**src/rtl/bcd_calc_core.sv**
```systemverilog
// bcd_calc_core: iterative packed-BCD add/sub/mul/div engine for the calculator
// display path. Operands are converted to binary with Horner steps (most
// significant digit first), evaluated, then converted back with double-dabble.
// Optional macro CALC_MOD_EN adds op 100 (remainder of the restoring divide).
//
//  state | meaning
//  IDLE  | waiting for start, outputs hold last result
//  CONV  | BCD-to-binary, one digit of each operand per cycle
//  EXEC  | arithmetic; one cycle, or one quotient bit per cycle for div/mod
//  B2D   | double-dabble, one bit per cycle
//  LOAD  | register result, sign, error and blank mask
//  DONE  | done pulse, back to IDLE next cycle
module bcd_calc_core #(
  parameter int DIGITS = 2
) (
  input  logic                  clock,
  input  logic                  reset,
  input  logic                  start,
  input  logic [2:0]            op,
  input  logic [4*DIGITS-1:0]   a_bcd,
  input  logic [4*DIGITS-1:0]   b_bcd,
  output logic                  busy,
  output logic                  done,
  output logic [8*DIGITS-1:0]   result_bcd,
  output logic                  neg,
  output logic                  err,
  output logic [2*DIGITS-1:0]   blank
);
  localparam int OW = 4 * DIGITS;
  localparam int RD = 2 * DIGITS;
  localparam int RW = 8 * DIGITS;
  localparam int CW = 6;

  localparam logic [2:0] OP_ADD = 3'd0;
  localparam logic [2:0] OP_SUB = 3'd1;
  localparam logic [2:0] OP_MUL = 3'd2;
  localparam logic [2:0] OP_DIV = 3'd3;

  typedef enum logic [2:0] {IDLE, CONV, EXEC, B2D, LOAD, DONE} state_t;

  state_t          state, state_nx;
  logic [2:0]      op_r;
  logic [OW-1:0]   a_r, b_r, acc_a, acc_b, rem, rem_nx, quo_nx;
  logic [OW:0]     rem_sh;
  logic            ge;
  logic [RW-1:0]   res, bcd, arith_res;
  logic            arith_neg;
  logic [CW-1:0]   cnt;
  logic            tc, bad, err_i, neg_i, div_like, illegal, fault;
  logic [3:0]      dig_a, dig_b;
  logic [RD-1:0]   blank_nx;
  logic [2*RW-1:0] dd_nx;

  // One double-dabble step: add 3 to every nibble >= 5, then shift left.
  function automatic logic [2*RW-1:0] dd_step(input logic [RW-1:0] d, input logic [RW-1:0] b);
    logic [RW-1:0] adj;
    adj = d;
    for (int i = 0; i < RD; i++)
      if (adj[4*i +: 4] >= 4'd5) adj[4*i +: 4] = adj[4*i +: 4] + 4'd3;
    return {adj, b} << 1;
  endfunction

  assign tc = (cnt == CW'(1));

`ifdef CALC_MOD_EN
  assign div_like = (op_r == OP_DIV) || (op_r == 3'd4);
  assign illegal  = (op_r > 3'd4);
`else
  assign div_like = (op_r == OP_DIV);
  assign illegal  = (op_r > OP_DIV);
`endif
  assign fault = bad || illegal || (div_like && (acc_b == '0));

  // Pick the digit addressed by the conversion counter (MS digit first).
  always_comb begin
    dig_a = '0;
    dig_b = '0;
    for (int i = 0; i < DIGITS; i++)
      if (cnt == CW'(i + 1)) begin
        dig_a = a_r[4*i +: 4];
        dig_b = b_r[4*i +: 4];
      end
  end

  // Restoring divide step: acc_a doubles as the quotient shift register.
  always_comb begin
    rem_sh = {rem, acc_a[OW-1]};
    ge     = (rem_sh >= {1'b0, acc_b});
    rem_nx = ge ? OW'(rem_sh - {1'b0, acc_b}) : rem_sh[OW-1:0];
    quo_nx = {acc_a[OW-2:0], ge};
  end

  // Single-cycle arithmetic result and the final divide-step result.
  always_comb begin
    arith_res = '0;
    arith_neg = 1'b0;
    case (op_r)
      OP_ADD: arith_res = RW'(acc_a) + RW'(acc_b);
      OP_SUB: begin
        arith_neg = (acc_b > acc_a);
        arith_res = arith_neg ? RW'(acc_b - acc_a) : RW'(acc_a - acc_b);
      end
      OP_MUL: arith_res = RW'(acc_a) * RW'(acc_b);
`ifdef CALC_MOD_EN
      3'd4:   arith_res = RW'(rem_nx);
`endif
      default: arith_res = RW'(quo_nx);
    endcase
  end

  // Leading-zero mask from the converted digits; digit 0 always shown.
  always_comb begin
    blank_nx = '0;
    blank_nx[RD-1] = (bcd[4*(RD-1) +: 4] == 4'd0);
    for (int k = RD - 2; k >= 1; k--)
      blank_nx[k] = blank_nx[k+1] && (bcd[4*k +: 4] == 4'd0);
  end

  assign dd_nx = dd_step(bcd, res);

  // State register.
  always_ff @(posedge clock or negedge reset) begin
    if (!reset) state <= IDLE;
    else        state <= state_nx;
  end

  // Next-state logic.
  always_comb begin
    state_nx = state;
    case (state)
      IDLE: if (start) state_nx = CONV;
      CONV: if (tc) state_nx = EXEC;
      EXEC: begin
        if (fault)                state_nx = LOAD;
        else if (!div_like || tc) state_nx = B2D;
      end
      B2D:  if (tc) state_nx = LOAD;
      LOAD: state_nx = DONE;
      DONE: state_nx = IDLE;
      default: state_nx = IDLE;
    endcase
  end

  // Handshake outputs decoded from state.
  always_comb begin
    busy = 1'b0;
    done = 1'b0;
    case (state)
      CONV, EXEC, B2D, LOAD: busy = 1'b1;
      DONE:                  done = 1'b1;
      default: ;
    endcase
  end

  // Datapath: operand latch, conversion, arithmetic, double-dabble, result register.
  always_ff @(posedge clock or negedge reset) begin
    if (!reset) begin
      op_r <= '0; a_r <= '0; b_r <= '0; acc_a <= '0; acc_b <= '0; rem <= '0;
      res <= '0; bcd <= '0; cnt <= '0; bad <= 1'b0; err_i <= 1'b0; neg_i <= 1'b0;
      result_bcd <= '0; neg <= 1'b0; err <= 1'b0;
      blank <= {{(RD-1){1'b1}}, 1'b0};
    end else begin
      case (state)
        IDLE: if (start) begin
          op_r <= op; a_r <= a_bcd; b_r <= b_bcd;
          acc_a <= '0; acc_b <= '0; rem <= '0; bcd <= '0;
          bad <= 1'b0; err_i <= 1'b0; neg_i <= 1'b0;
          cnt <= CW'(DIGITS);
        end
        CONV: begin
          acc_a <= acc_a * OW'(10) + OW'(dig_a);
          acc_b <= acc_b * OW'(10) + OW'(dig_b);
          bad   <= bad || (dig_a > 4'd9) || (dig_b > 4'd9);
          cnt   <= tc ? CW'(OW) : cnt - 1'b1;
        end
        EXEC: begin
          if (fault) begin
            err_i <= 1'b1;
            neg_i <= 1'b0;
          end else if (div_like) begin
            acc_a <= quo_nx;
            rem   <= rem_nx;
            if (tc) begin
              res <= arith_res;
              cnt <= CW'(RW);
            end else begin
              cnt <= cnt - 1'b1;
            end
          end else begin
            res   <= arith_res;
            neg_i <= arith_neg;
            cnt   <= CW'(RW);
          end
        end
        B2D: begin
          bcd <= dd_nx[2*RW-1:RW];
          res <= dd_nx[RW-1:0];
          cnt <= cnt - 1'b1;
        end
        LOAD: begin
          result_bcd <= bcd;
          neg        <= neg_i;
          err        <= err_i;
          blank      <= blank_nx;
        end
        default: ;
      endcase
    end
  end
endmodule

```
**config.mk**
```make
export PLATFORM = sky130hd
export DESIGN_NAME = bcd_calc_core
export DESIGN_NICKNAME = d
export VERILOG_FILES = /design/src/rtl/bcd_calc_core.sv
export SDC_FILE = /design/constraint.sdc
export NUM_CORES = 1
export LEC_CHECK = 0
export CORE_MARGIN = 2
export CORE_UTILIZATION = 25
export DETAILED_ROUTE_END_ITERATION = 8
export GPL_ROUTABILITY_DRIVEN = 0
export MAX_ROUTING_LAYER = met4
export PLACE_DENSITY = 0.5
export SYNTH_ARGS = -nofsm -noshare
export SYNTH_HDL_FRONTEND = slang
export SYNTH_SLANG_ARGS = --single-unit
```
**constraint.sdc**
```tcl
create_clock -name clock -period 6.6 [get_ports clock]
set_input_delay 1.32 -clock clock [delete_from_list [all_inputs] [get_ports clock]]
set_output_delay 1.32 -clock clock [all_outputs]
set_load 0.005 [all_outputs]
```
# Word level (Yosys, flattened, before mapping)
# Index checks and enable logic that the tools add are counted.
dict set report op_classes {
  eq_ne 19
  multipliers 3
  magnitude_cmp 9
  addsub 11
  n_reduce_logical 32
  muxes 47
}
# cell count
set ops {}
lappend ops {{16-bit 2-to-1 mux} 5}
lappend ops {{16-bit one-hot mux with 2 select lines} 2}
lappend ops {{8-bit 2-to-1 mux} 6}
lappend ops {{16-bit one-hot mux with 3 select lines} 1}
lappend ops {{8-bit one-hot mux with 2 select lines} 2}
lappend ops {{6-bit 2-to-1 mux} 5}
lappend ops {{4-bit 2-to-1 mux} 7}
lappend ops {{6-bit one-hot mux with 4 select lines} 1}
lappend ops {{8-bit one-hot mux with 3 select lines} 1}
lappend ops {{3-bit 2-to-1 mux} 6}
lappend ops {{8-bit by 8-bit subtractor with 9-bit output} 2}
lappend ops {{8-bit by 4-bit adder with 8-bit output} 2}
lappend ops {{4-bit by 3-bit greater-or-equal comparator with 1-bit output (second input constant)} 4}
lappend ops {{8-bit by 3-bit multiplier with 7-bit output (second input constant)} 2}
lappend ops {{8-bit by 8-bit multiplier with 16-bit output} 1}
lappend ops {{3-bit one-hot mux with 5 select lines} 1}
lappend ops {{4-bit by 2-bit adder with 4-bit output (second input constant)} 3}
lappend ops {{3-bit by 2-bit == test with 1-bit output (second input constant)} 4}
lappend ops {{4-bit logical NOT} 3}
lappend ops {{2-bit != test (second input constant)} 6}
lappend ops {{3-bit AND reduction} 4}
lappend ops {{4-bit AND reduction} 3}
lappend ops {{8-bit by 8-bit adder with 9-bit output} 1}
lappend ops {{9-bit by 8-bit greater-or-equal comparator with 1-bit output} 1}
lappend ops {{other kinds (23)} 48}
dict set report word_totals {
  regBits 108
  inputBits 22
  elab_cells 138
}

# Depth between registers and ports, before layout
# Gate-level depths: netlist of the first run.
dict set report logic_depth {
  depth_word 7
  mapped_depth 18
  mapped_depth_nobuf 18
}

# Worst setup path before layout of the first run
# No wires, ideal clock.
dict set report synth_path {
  kind {register to register}
  startpoint {register acc_a[1]}
  endpoint {register res[12]}
  slack_ns 1.853
  required_time_ns 6.471
  setup_ns 0.129
  synth_period_minus_slack_ns 4.747
  path_buffers 0
  stages_incl_launch_ff 17
  arrival_ns 4.619
  path_cell_list {dfrtp_1 clkinv_1 nor2_1 fa_1 fa_1 fa_1 inv_1 fa_1 inv_1 ha_1 o21ai_0 nand2b_1 and3_1 o41a_1 xor2_1 a221oi_1 a21oi_1}
}
dict set report synth_via {
  elab_chain_cells 7
  word_cells_on_any_way 10
  classes_between {add/sub: 2; mul: 1; order compare: 1; mux: 6}
}
# element line_no
set synth_rtl {}
lappend synth_rtl {{start, declared} 43} ;# logic [OW-1:0] a_r, b_r, acc_a, acc_b, rem, rem_nx, quo_nx;
lappend synth_rtl {{start signal, assigned} 171} ;# acc_a <= acc_a * OW'(10) + OW'(dig_a);
lappend synth_rtl {{start signal, assigned} 181} ;# acc_a <= quo_nx;
lappend synth_rtl {{parallel branches: the longest is 2 deep, another holds 8-bit by 8-bit multiplier with 16-bit output} --}
lappend synth_rtl {{16-bit one-hot mux with 3 select lines *} 97} ;# case (op_r)
lappend synth_rtl {{16-bit 2-to-1 mux} 183} ;# if (tc) begin
lappend synth_rtl {{16-bit 2-to-1 mux *} 180} ;# end else if (div_like) begin
lappend synth_rtl {{16-bit 2-to-1 mux *} 177} ;# if (fault) begin
lappend synth_rtl {{16-bit one-hot mux with 2 select lines *} 163} ;# case (state)
lappend synth_rtl {{end signal, assigned} 184} ;# res <= arith_res;
lappend synth_rtl {{end signal, assigned} 190} ;# res <= arith_res;
lappend synth_rtl {{end signal, assigned} 197} ;# res <= dd_nx[RW-1:0];
lappend synth_rtl {{end, declared} 46} ;# logic [RW-1:0] res, bcd, arith_res;
# Mark *: on every way between the ends. The select of a mux whose other input is x is not followed.
# A chain may end at the register's enable or synchronous reset.

# Worst setup path in the final report of the first run
# Same ends and word-level chain as after synthesis.

==> metrics.md, run 1 <==
| Metric | Value |
|---|---|
| Tmin final | 5199 ps |
| Design Power | 3.531 mW |
| Initial antenna violation count | 0 |
| TritonCTS clock tree | yes |
| DRT Pass-1 Iters | 5 |
| First-pass GRT wire length | 41440 um |
| Commonest cells post-synth | dfrtp_1 (105), nor2_1 (104), ha_1 (102) |
| Global route overflow | 0 |
| Number of setup buffers added after CTS | 0 |
| Post-synth EDFFs | 0 |
| Cts hold-fix bufs | 0 |
| CTS Buffer Depth | 2 |
| R2R Setup Slk | 1400 ps |
| Reg2reg end | res[12] |
| Post-DR wirelength/cell | 15.82 um |
| Initial Util | 25.23% |
| Die area | 39410 um^2 |
| Post-CTS Resized | 0 |
| Sequential-to-total area share from yosys stat | 28.61% |
| Setup TNS | 0 ps |
| Vias in the first global route | 7616 |
| Reg2reg start | acc_a[1] |
| Post-DRT Antenna Nets | 0 |
| Slew Limit Fails | 0 |
| Leakage | 4.963 nW |
| Io pins | 46 |
| Die Y | 198.5 um |
| # diodes | 0 |
| FMAX | 192.4 MHz |
| Most used DFF post-synth | dfrtp_1 |
| Yosys cell types | 76 |
| CTS Buf Count | 9 |
| Hold Path Stages | 2 |
| # rows | 71 |
| Top cell type's share of synthesized area | 27.78% |
| H-tree levels | 3 |
| Hold path startpoint | blank[2] |
| Relative slew slack | 23.65% |
| Final setup viols | 0 |
| Largest net degree at the start of global routing | 66 |
| Crit path kind | flop to flop |
| Clock slew at reported path FFs | 80 ps |
| GRT Overall Usage | 13.63% |
| # nets final | 1237 |
| FF+latch count, synth | 108 |
| Chip Width | 198.5 um |
| Worst setup EP type | flop |
| Clk Latency, worst-skew pair | 370 ps |
| Via Count | 7593 |
| Async SR Flop Fraction | 100.0% |
| Final hold vios | 0 |
| WL final | 25070 um |
| Syn_nets | 1214 |
| DRC | 0 |
| Syn avg cell area | 9.043 um^2 |
| Top cells by area, synth | dfrtp_1 (28%), ha_1 (13%), fa_1 (9.3%) |
| Status | completed |
| Max-cap violations | 0 |
| RSZ-0062 raised after global routing | false |
| WP data required | 6850 ps |
| Root Driver | clkbuf_16 |
| Worst-Margin Slew | 1143 ps |
| Hold WC Path Type | flop to flop |
| Final period utilization | 78.77% |
| Clock skew | 10.02 ps |
| Avg Vias per Cell | 4.791 |
| Worst EP arrival | 5450 ps |
| WHS Endpoint | blank[2] |
| Detailed placement HPWL | 19200 um |
| Top-count cell post-synth | dfrtp_1 |
| # clock sinks | 108 |
| Crit path launch type | flop |
| Yosys warnings | 0 |
| Area growth syn-to-layout | 13.53% |
| Syn Std Cell Area | 9459 um^2 |
| Top cell type by total area after synthesis | dfrtp_1 |
| Worst vdd ir | 0.1806 mV |
| Drt first-iter violations | 518 |
| Crit-path max FO | 12 |
| Share of layout cells above drive strength 1 | 7.169% |
| R2R cell count | 16 |
| Mapped Cells | 1046 |
| PortBufs | 44 |
| Pwr Density | 328.8 nW/um^2 |
| Core area | 37490 um^2 |
[critical path: stages, from the launching register on]
cell      delay, ps
dfrtp_1         690
clkinv_1        450
nor2_1          260
fa_1            450
fa_1            510
fa_1            540
inv_1            50
fa_1            520
inv_1            40
ha_1            330
o21ai_0          90
nand2b_1         70
and3_1          210
o41a_1          320
xor2_1          150
a221oi_1        270
a21oi_1         110
[sequential cells by signal, summed over array words and instances (netlist names)]
| register | count |
|---|---|
| rem | 8 |
| bcd | 16 |
| neg | 1 |
| acc_b | 8 |
| blank | 3 |
| bad | 1 |
| acc_a | 8 |
| state | 3 |
| b_r | 8 |
| op_r | 3 |
| err | 1 |
| err_i | 1 |
| neg_i | 1 |
| cnt | 6 |
| res | 16 |
| result_bcd | 16 |
| a_r | 8 |
[metal layers]
| layer | GRT usage [%] | wire (um) | up-vias |
|---|---|---|---|
| met5 | - | 0 | - |
| met4 | 2.736 | 359 | 0 |
| met3 | 2.170 | 1033 | 25 |
| met2 | 21.21 | 11310 | 173 |
| met1 | 18.76 | 12370 | 3688 |
| li1 | - | - | 3707 |
[cell type report]
type | instances | area [um^2]
flip-flops and latches | 108 | 2706
inverters | 93 | 349.1
multi-input cells | 805 | 6236
well taps | 511 | 639.4
fillers | 4051 | 26750
clock inverters | 5 | 67.56
repair buffers | 52 | 498.0
clock buffers | 11 | 242.7
[cells by family after synthesis]
family | after synthesis | share of synthesized area, %
other cells | 1 | 0.03964
simple gates | 291 | 14.29
fa+ha+maj | 146 | 22.80
flops | 108 | 28.61
compound gates | 276 | 19.25
mux | 47 | 5.384
xor+xnor | 44 | 4.074
buf+inv | 133 | 5.556
[power by group]
part	leakage [nW]	switching [mW]	internal (mW)	total [mW]
registers	1.32	0.158	0.760	0.918
clock network	0.153	0.270	0.312	0.582
logic	3.49	1.17	0.860	2.03
total	4.96	1.60	1.93	3.53
[cell usage in the layout (no fill, tap or decap), types with 6 or more instances in the layout]
cell	count
dfrtp_1	105
a211oi_1	7
a21oi_1	66
a221oi_1	6
nor2_1	104
xor2_1	14
nand2_1	93
mux2_2	31
nand2b_1	9
clkdlybuf4s50_1	43
o21bai_1	7
o22ai_1	7
nor2b_1	7
a31oi_1	6
buf_4	9
a22o_1	18
mux2i_1	16
xnor2_1	30
fa_1	44
clkbuf_16	9
a22oi_1	15
or3_1	7
o21ai_1	17
a21o_1	23
ha_1	102
o21ai_0	59
inv_1	90
nor3_1	22
nand3_1	10
[worst max path at each step]
stage          startpoint  endpoint  slack (ps)
2_1_floorplan    acc_a[1]   res[12]        1850
6_report         acc_a[1]   res[12]        1400
5_1_grt          acc_a[1]   res[12]        1090
3_5_place_dp     acc_a[1]   res[12]        1410
4_1_cts          acc_a[1]   res[12]        1380
3_3_place_gp     acc_a[1]   res[12]        1480
[metrics by stage]
step | setup WS, ps | cell area, um^2 | cells | hold slack [ps] | utilization (%)
global placement | 1479 | 10430 | 1569 | 447.1 | 27.82
finish | 1401 | 10740 | 1585 | 461.8 | 28.65
detailed placement | 1411 | 10430 | 1569 | 457.2 | 27.82
CTS | 1380 | 10740 | 1585 | 468.5 | 28.65
global route | 1094 | 10740 | 1585 | 488.4 | 28.65
floorplan | 1853 | 9459 | 1046 | 443.8 | -
No activity file was read; power rests on OpenSTA's default activity.
==> inputs of run 2 (changes only) <==
PLACE_DENSITY = 0.51   (was 0.5)
clock period = 4.4 ns   (was 6.6 ns; I/O delays follow)
==> run 2 against run 1 <==
Compared with the run above:
- hold slack worse by 3.0 ps
- register-to-register slack worse by 1300 ps
- design area up 9.2%
- largest cell class unchanged
- die area unchanged
- sequential power up 43%
- clock power up 48%
- clock-buffer cell count down 2
- via count up 4.3%
==> metrics.md, run 2 (synthesis gave the netlist of run 1 again) <==
| Metric | Value |
|---|---|
| TritonCTS clock tree | yes (unchanged) |
| # rows | 71 (unchanged) |
| Post-DR wirelength/cell | 15.46 um (was 15.82 um) |
| Final period utilization | 97.48% (was 78.77%) |
| DRC | 0 (unchanged) |
| Final hold vios | 0 (unchanged) |
| WP data required | 4650 ps (was 6850 ps) |
| Worst EP arrival | 4540 ps (was 5450 ps) |
| Crit-path max FO | 4 (was 12) |
| FMAX | 233.1 MHz (was 192.4 MHz) |
| Drt first-iter violations | 483 (was 518) |
| GRT Overall Usage | 14.01% (was 13.63%) |
| First-pass GRT wire length | 42590 um (was 41440 um) |
| Die Y | 198.5 um (unchanged) |
| Clock skew | 17.41 ps (was 10.02 ps) |
| CTS Buf Count | 9 (unchanged) |
| # diodes | 0 (unchanged) |
| Placed Area | 11110 um^2 (was 10430 um^2) |
| Clk Latency, worst-skew pair | 370 ps (about the same) |
| Relative slew slack | 28.10% (was 23.65%) |
| Chip Width | 198.5 um (unchanged) |
| Slowest stage delay, CP | 500 ps (was 690 ps) |
| Most common cell after layout, fill and taps aside | buf_4 (was dfrtp_1) |
| Met3 Use GR | 2.306% (was 2.170%) |
| Vias in the first global route | 7939 (was 7616) |
| Worst vdd ir | 0.2549 mV (was 0.1806 mV) |
| CP Cell Sequence | buf_4 -> nand2_2 -> fa_1 -> fa_1 -> inv_1 -> fa_1 -> inv_1 -> fa_1 -> inv_2 -> ha_4 -> o21ai_2 -> nand2b_1 -> and3_4 -> o41a_1 -> xor2_1 -> a221oi_2 -> a21oi_1 (was clkinv_1 -> nor2_1 -> fa_1 -> fa_1 -> fa_1 -> inv_1 -> fa_1 -> inv_1 -> ha_1 -> o21ai_0 -> nand2b_1 -> and3_1 -> o41a_1 -> xor2_1 -> a221oi_1 -> a21oi_1) |
| WL final | 26010 um (was 25070 um) |
| Initial Util | 25.23% (unchanged) |
| Detailed placement HPWL | 20570 um (was 19200 um) |
| H-tree levels | 3 (unchanged) |
| Worst-Margin Slew | 1075 ps (was 1143 ps) |
| Crit path kind | flop to flop (unchanged) |
| Io pins | 46 (unchanged) |
| Area growth syn-to-layout | 23.94% (was 13.53%) |
| Avg Vias per Cell | 4.709 (was 4.791) |
| Met2 usage | 21.96% (was 21.21%) |
| Via Count | 7921 (was 7593) |
| CP dominant cell by count | fa_1 (unchanged) |
| Max-cap violations | 0 (unchanged) |
| Initial antenna violation count | 0 (unchanged) |
| # nets final | 1334 (was 1237) |
| Largest regs | bcd (16), res (16), result_bcd (16) (unchanged) |
| Hold WC Path Type | flop to flop (unchanged) |
| Worst setup EP type | flop (unchanged) |
| Share of layout cells above drive strength 1 | 19.81% (was 7.169%) |
| Slowest-stage cell, CP | fa_1 (was dfrtp_1) |
| CTS Buffer Depth | 2 (unchanged) |
| Status | completed (unchanged) |
| DRT Pass-1 Iters | 4 (was 5) |
| PortBufs | 44 (unchanged) |
| Largest net degree at the start of global routing | 56 (was 66) |
| Die area | 39410 um^2 (unchanged) |
| Commonest non-fill, non-tap cells in the layout | buf_4 (103), dfrtp_1 (97), nor2_1 (95) (was dfrtp_1 (105), nor2_1 (104), ha_1 (102)) |
| Post-DRT Antenna Nets | 0 (unchanged) |
| Setup TNS | 0 ps (unchanged) |
| Cts hold-fix bufs | 0 (unchanged) |
| # clock sinks | 108 (unchanged) |
| Global route overflow | 0 (unchanged) |
| Pwr Density | 512.8 nW/um^2 (was 328.8 nW/um^2) |
| Leakage | 5.434 nW (was 4.963 nW) |
| Met1 usage | 19.21% (was 18.76%) |
| Root Driver | clkbuf_16 (unchanged) |
| Tmin final | 4289 ps (was 5199 ps) |
| Slew Limit Fails | 0 (unchanged) |
| RSZ-0062 raised after global routing | true (was false) |
| Most Crowded Layer GR | met2 (unchanged) |
| Final core occ | 31.27% (was 28.65%) |
| Crit path launch type | flop (unchanged) |
| Core area | 37490 um^2 (unchanged) |
| Final setup viols | 0 (unchanged) |
| Final Instance Area | 11720 um^2 (was 10740 um^2) |
| Clock slew at reported path FFs | 70 ps (was 80 ps) |
| Design Power | 6.011 mW (was 3.531 mW) |
## run 2: changes by cell type in the layout (fill, tap and decap cells not counted), moves of 8 or more
cell     delta
inv_2       +8
buf_4      +94
dfrtp_2     +8
ha_1       -10
inv_1      -10
ha_4        +8
nor2_1      -9
dfrtp_1     -8
nor2_2      +9
## run 2: cell type report
type / instances / area (um^2)
flip-flops and latches: 108 / 2716
clock buffers: 9 / 225.2
clock inverters: 7 / 85.08
repair buffers: 149 / 1255
multi-input cells: 805 / 6441
inverters: 93 / 361.6
well taps: 511 / 639.4
fillers: 4010 / 25760
## run 2: worst paths after layout
check / from / end / slack (ps) / cells after the start
hold reg to reg: blank[2] / blank[2] / 460 / 2
max in group asynchronous: reset / acc_a[4] / 3000 / 2
setup / recovery: acc_b[2] / res[12] / 110 / 17
setup reg to reg: acc_b[2] / res[12] / 110 / 17
min in group asynchronous: reset / res[12] / 560 / 1
hold / removal: blank[2] / blank[2] / 460 / 2
## run 2: routing by layer
layer | vias to the layer above | share of wire [%] | routed length, um
li1 | 3897 | - | -
met1 | 3858 | 49 | 12730
met3 | 22 | 3.6 | 940
met5 | - | 0 | 0
met2 | 144 | 46 | 12020
met4 | 0 | 1.2 | 308
## run 2: what timing repair did
action / in CTS / in global routing
pin swaps: 3 / 33
setup buffers: 3 / 10
gates resized for setup: 17 / 41
hold endpoints to repair: 0 / 0
gates cloned: 0 / 0
setup endpoints to repair: 5 / 6
## run 2: per-stage QoR
stage / setup WS [ps] / hold WS (ps) / instances
after floorplan: 0.6297 / 443.8 / 1046
after global placement: -80.36 / 448.0 / 1654
after detailed placement: -166.3 / 452.6 / 1654
after CTS: -59.13 / 464.0 / 1673
after global routing: -33.04 / 474.7 / 1682
final: 110.9 / 458.8 / 1682
## run 2: report_power, final
| group | internal, mW | switching, mW | leakage [nW] |
|---|---|---|---|
| registers | 1.15 | 0.164 | 1.31 |
| clock network | 0.451 | 0.408 | 0.149 |
| logic | 1.79 | 2.05 | 3.98 |
## run 2: critical path, delay by kind of cell, from the launching register on
family | cells | cell delay [ps]
adder cells (fa/ha/maj) | 5 | 2170
AO/OA/AOI/OAI | 4 | 770
XOR/XNOR | 1 | 160
buffers and inverters | 4 | 320
flip-flops | 1 | 450
AND/OR/NAND/NOR | 3 | 320
